===== src/rtl/fetch_stage_pkg.sv =====
// Shared definitions for the fetch stage: default memory map, NOP encoding,
// the F/D pipeline register payload and the fetch-range fault helper.
package fetch_stage_pkg;

  localparam logic [31:0] DEF_PC_RESET = 32'h0000_3000;
  localparam int          DEF_IM_WORDS = 4096;
  localparam int          DEF_IM_AW    = 12;
  localparam logic [31:0] NOP          = 32'h0000_0000;

  typedef struct packed {
    logic [31:0] pc;
    logic [31:0] instr;
    logic        valid;
    logic        fault;
  } fd_t;

  // Misaligned or outside [base, limit] is a fetch fault; limit is the last legal word address.
  function automatic logic pc_fault(input logic [31:0] pc,
                                    input logic [31:0] base,
                                    input logic [31:0] limit);
    return (pc[1:0] != 2'b00) || (pc < base) || (pc > limit);
  endfunction

endpackage


===== src/rtl/fetch_stage_fd_reg.sv =====
// F/D pipeline register: reset beats flush, flush beats stall, stall beats load.
// A flush inserts a bubble that still carries the F-stage PC.
module fetch_stage_fd_reg
  import fetch_stage_pkg::*;
(
  input  logic clk,
  input  logic reset,
  input  logic flush,
  input  logic stall,
  input  fd_t  f_entry,
  output fd_t  d_entry
);

  fd_t d_r;

  // Priority-ordered update of the D-stage contents.
  always_ff @(posedge clk) begin
    if (reset) begin
      d_r.pc    <= 32'h0000_0000;
      d_r.instr <= NOP;
      d_r.valid <= 1'b0;
      d_r.fault <= 1'b0;
    end else if (flush) begin
      d_r.pc    <= f_entry.pc;
      d_r.instr <= NOP;
      d_r.valid <= 1'b0;
      d_r.fault <= 1'b0;
    end else if (stall) begin
      d_r <= d_r;
    end else begin
      d_r <= f_entry;
    end
  end

  assign d_entry = d_r;

endmodule


===== src/rtl/fetch_stage.sv =====
// MIPS F stage: PC register, instruction-ROM addressing with fault tagging,
// F/D pipeline register and fetch/stall performance counters.
module fetch_stage
  import fetch_stage_pkg::*;
#(
  parameter logic [31:0] PC_RESET = DEF_PC_RESET,
  parameter int          IM_WORDS = DEF_IM_WORDS,
  parameter int          IM_AW    = DEF_IM_AW
) (
  input  logic             clk,
  input  logic             reset,
  input  logic [31:0]      pc_next,
  input  logic             stall,
  input  logic             fd_flush,
  input  logic [31:0]      imem_rdata,
  output logic [IM_AW-1:0] imem_addr,
  output logic [31:0]      F_pc,
  output logic [31:0]      F_instr,
  output logic [31:0]      D_pc,
  output logic [31:0]      D_instr,
  output logic             D_valid,
  output logic             D_fault,
  output logic [31:0]      fetch_cnt,
  output logic [31:0]      stall_cnt
);

  localparam logic [31:0] PC_LIMIT = PC_RESET + 32'(4 * IM_WORDS) - 32'd4;

  logic [31:0] pc_r;
  logic [31:0] pc_off_s;
  logic        f_fault_s;
  logic [31:0] fetch_cnt_r;
  logic [31:0] stall_cnt_r;
  fd_t         f_entry_s;
  fd_t         d_entry_s;

  // The ROM is addressed even on a fault; truncation wraps out-of-range PCs.
  assign pc_off_s  = pc_r - PC_RESET;
  assign imem_addr = IM_AW'(pc_off_s >> 2);
  assign f_fault_s = pc_fault(pc_r, PC_RESET, PC_LIMIT);

  // Faulting fetches present a NOP instead of the discarded ROM word.
  always_comb begin
    F_instr = NOP;
    if (f_fault_s) begin
      F_instr = NOP;
    end else begin
      F_instr = imem_rdata;
    end
  end

  // PC register: hold on stall, otherwise take pc_next untouched.
  always_ff @(posedge clk) begin
    if (reset) begin
      pc_r <= PC_RESET;
    end else if (stall) begin
      pc_r <= pc_r;
    end else begin
      pc_r <= pc_next;
    end
  end

  // Performance counters; both wrap naturally at 32 bits.
  always_ff @(posedge clk) begin
    if (reset) begin
      fetch_cnt_r <= 32'h0000_0000;
      stall_cnt_r <= 32'h0000_0000;
    end else begin
      if (!stall && !fd_flush && !f_fault_s) begin
        fetch_cnt_r <= fetch_cnt_r + 32'd1;
      end else begin
        fetch_cnt_r <= fetch_cnt_r;
      end
      if (stall) begin
        stall_cnt_r <= stall_cnt_r + 32'd1;
      end else begin
        stall_cnt_r <= stall_cnt_r;
      end
    end
  end

  assign f_entry_s.pc    = pc_r;
  assign f_entry_s.instr = F_instr;
  assign f_entry_s.valid = 1'b1;
  assign f_entry_s.fault = f_fault_s;

  fetch_stage_fd_reg u_fd_reg (
    .clk     (clk),
    .reset   (reset),
    .flush   (fd_flush),
    .stall   (stall),
    .f_entry (f_entry_s),
    .d_entry (d_entry_s)
  );

  assign F_pc      = pc_r;
  assign D_pc      = d_entry_s.pc;
  assign D_instr   = d_entry_s.instr;
  assign D_valid   = d_entry_s.valid;
  assign D_fault   = d_entry_s.fault;
  assign fetch_cnt = fetch_cnt_r;
  assign stall_cnt = stall_cnt_r;

endmodule


===== config.mk =====
export PLATFORM = sky130hd
export DESIGN_NAME = fetch_stage
export DESIGN_NICKNAME = d
export VERILOG_FILES = /design/src/rtl/fetch_stage_pkg.sv /design/src/rtl/fetch_stage_fd_reg.sv /design/src/rtl/fetch_stage.sv
export SDC_FILE = /design/constraint.sdc
export NUM_CORES = 1
export LEC_CHECK = 0
export ABC_CLOCK_PERIOD_IN_PS = 5200
export CAP_MARGIN = 20
export CORE_ASPECT_RATIO = 1.75
export CORE_UTILIZATION = 35
export DETAILED_ROUTE_END_ITERATION = 8
export PLACE_DENSITY = 0.7
export SYNTH_ARGS = -nofsm -noshare
export SYNTH_HDL_FRONTEND = slang
export SYNTH_SLANG_ARGS = --single-unit

===== constraint.sdc =====
create_clock -name clk -period 5.2 [get_ports clk]
set_clock_uncertainty 0.05 [all_clocks]
set_input_delay 1.04 -clock clk [delete_from_list [all_inputs] [get_ports clk]]
set_output_delay 1.04 -clock clk [all_outputs]
set_load 0.01 [all_outputs]

==> impl_metrics.toml <==
[synthesis]
yosysSeqAreaShare = 0.491
synth_most_common_cell = "dfxtp_1"
synth_edf_count = 0
ys_seq_elements = 162
synthCells = 741
yosysWarnings = 0
synth_common_cells = "dfxtp_1, nand2_1, nor2_1"
synthXorXnorAreaFrac = 0.0398
syn_avg_cell_area_um2 = 8.92
async_flop_share = 0
ys_types = 39
syn_nets = 813
synth_simple_gate_area_share = 0.234
synth_top_family_by_area = "simple AND/OR/NAND/NOR gates"
synthMuxAreaShare = 0.0519
synth_top_area_share = 0.491
synth-adder-area-share = 0.00757
synth_area_leader_cell = "dfxtp_1"
synthFlopType = "dfxtp_1"
ys_top_cells_by_area = "dfxtp_1, mux2i_1, nand2_1"
synth_compound_area_frac = 0.125
syn-cell-area_mm2 = 0.00661

[power]
p_switching_uw = 658
peakVddDrop_v = 0.000201
p_clk_frac = 0.451
total_power_mw = 2.83
power_density_mw_per_mm2 = 282
power.internal_mw = 2.17
switching_share = 0.232
p_comb_frac = 0.091
pwr-share-seq = 0.459
p_leak_nw = 3.54

[outcome]
status = "finished clean"

[global_routing]
grt_max_degree = 89
grt_pass1_vias = 5622
grt_pass1_wl_um = 31000
antenna_found_initial = 0
track_usage = 0.206
grt.overflow.total = 0

[min_path]
hp-class = "reg -> reg"
hp-start = "u_fd_reg.d_entry[60]"
hold_depth = 2
holdPathEnd = "u_fd_reg.d_entry[60]"

[placed_design]
gp_congestion = 0.787
post-place-cells = 1198
post-dp-hpwl_um = 14500
port_buffers = 273

[routing]
vias_per_cell = 5.00
dr.pass1.iters = 6
detail_route.wl_per_cell_um = 16.4
ant_nets = 0
wirelength_um = 20200
drt_iter0_markers = 263
drc = 0
num_vias = 6152

[finish]
num_antenna_cells = 0
area_delta_synth_final_pct = 51.6
stdcell_count = 1230
drive_above_1_share = 0.0484
fin_util = 0.542
nNetsFinal = 1051
fillerInstances = 1703

[critical_path]
rrSetupSlack_ns = 2.41
reg2reg_depth = 5
cp_max_fo = 34
path_cells = "nor4_1 > nand4_1 > nor3_2 > buf_4 > and2_1 > clkdlybuf4s50_1"
worst_path_max_delay_cell = "clkdlybuf4s50_1"
critical_path.max_stage_delay_ns = 0.54
crit_arrival_ns = 2.82
timing.rr.end = "fetch_cnt[26]"
r2r-start = "F_pc[23]"
worstPathRequired_ns = 4.11
cp-end-kind = "output port"
startpoint_type = "register"
path_class = "reg -> out"

[clock_network]
path_clk_slew_ns = 0.06
cts_hold_buf = 0
cts_tree = "yes"
clockBufferDepth = 2
cts_made_buffers = 17
insertion_delay_ns = 0.43
htreeDepth = 4
postCtsSetupBuffers = 0
cts_root_buf = "clkbuf_16"
cts_resized = 0
cts_sinks = 162

[die]
fp.dieW_um = 106
die-area_mm2 = 0.0195
num_rows = 66
io_pins = 274
die_y_um = 184
core_mm2 = 0.0185
initial_core_util = 0.357

[sta]
worst_pin_slew_ns = 0.951
period_needed_ns = 3.91
relSlewSlack = 0.366
setup_viol = 0
rsz0062_at_grt = "false"
hold_slack_ns = 0.401
finalSetupTns_ns = 0
finalCritPeriodShare = 0.751
drv_slew = 0
fmax_ghz = 0.256
final_hold_viol_count = 0

[flow_run]
maxCapViolCount = 0
placed cells by master, fill, tap and decap left out, types with 16 or more instances in the layout:
master / instances
nand3_1: 18
inv_1: 16
mux2i_1: 32
or3_1: 17
and2_1: 34
nor2_1: 69
nand2_1: 83
nand4_1: 16
clkbuf_16: 17
a22o_1: 32
a21oi_1: 62
clkdlybuf4s50_1: 271
dfxtp_1: 162
xnor2_1: 24
cells by family (layout without fill, tap and decap cells):
group                      Yosys count  in the layout
and+or+nand+nor                    304            304
DFF                                162            162
AOI/OAI and AO/OA                  130            130
buffers and inverters               77            328
muxes                               34             34
xor gates and xnor gates            30             30
adders and majority gates            4              4
per-stage QoR:
stage          area [um2]  setup WS (ns)
2_1_floorplan        6610           2.25
3_3_place_gp         9420           1.72
3_5_place_dp         9420           1.65
4_1_cts             10000           1.23
5_1_grt             10000           1.19
6_report            10000           1.29
worst max-delay path: cells and delay by family (launching register included):
| family | cells | cell delay, ns |
|---|---|---|
| flops | 1 | 0.34 |
| buf+inv | 2 | 0.85 |
| simple gates | 4 | 1.20 |
state kept, by name, summed over array words and instances, names as in the netlist:
register          cells
fetch_cnt            32
u_fd_reg.d_entry     66
F_pc                 32
stall_cnt            32
power by group through the flow:
stage	clock (mW)	sequential [mW]	combinational (mW)
after floorplan	0	1.33	0.0934
after global placement	0	1.33	0.257
after detailed placement	0	1.33	0.258
after CTS	1.31	1.30	0.260
after global routing	1.37	1.30	0.275
final	1.28	1.30	0.256
routing by layer:
metal	part of all wire	routed length (um)	track usage
met1	0.40	8110	0.235
met2	0.52	10500	0.354
met3	0.050	1010	0.0535
met4	0.027	546	0.0956
met5	0	0	0
how the worst max path moves through the flow:
stage,endpoint,depth (start not counted),start,slack [ns]
global route,F_instr[5],6,F_pc[23],1.19
floorplan,F_instr[0],7,F_pc[12],2.25
detailed placement,fetch_cnt[26],6,fd_flush,1.65
finish,F_instr[5],6,F_pc[23],1.29
global placement,fetch_cnt[22],6,fd_flush,1.72
CTS,F_instr[5],6,F_pc[23],1.23
final cells by class:
class / instances / area (um2) / share of cell area
Multi-Input combinational cell: 502 / 3040 / 0.303
Timing Repair Buffer: 280 / 2780 / 0.277
Inverter: 16 / 60.1 / 0.00599
Sequential cell: 162 / 3240 / 0.324
Clock buffer: 22 / 484 / 0.0483
Clock inverter: 10 / 123 / 0.0122
Tap cell: 238 / 298 / 0.0297
Power figures use the tool's default switching activity.
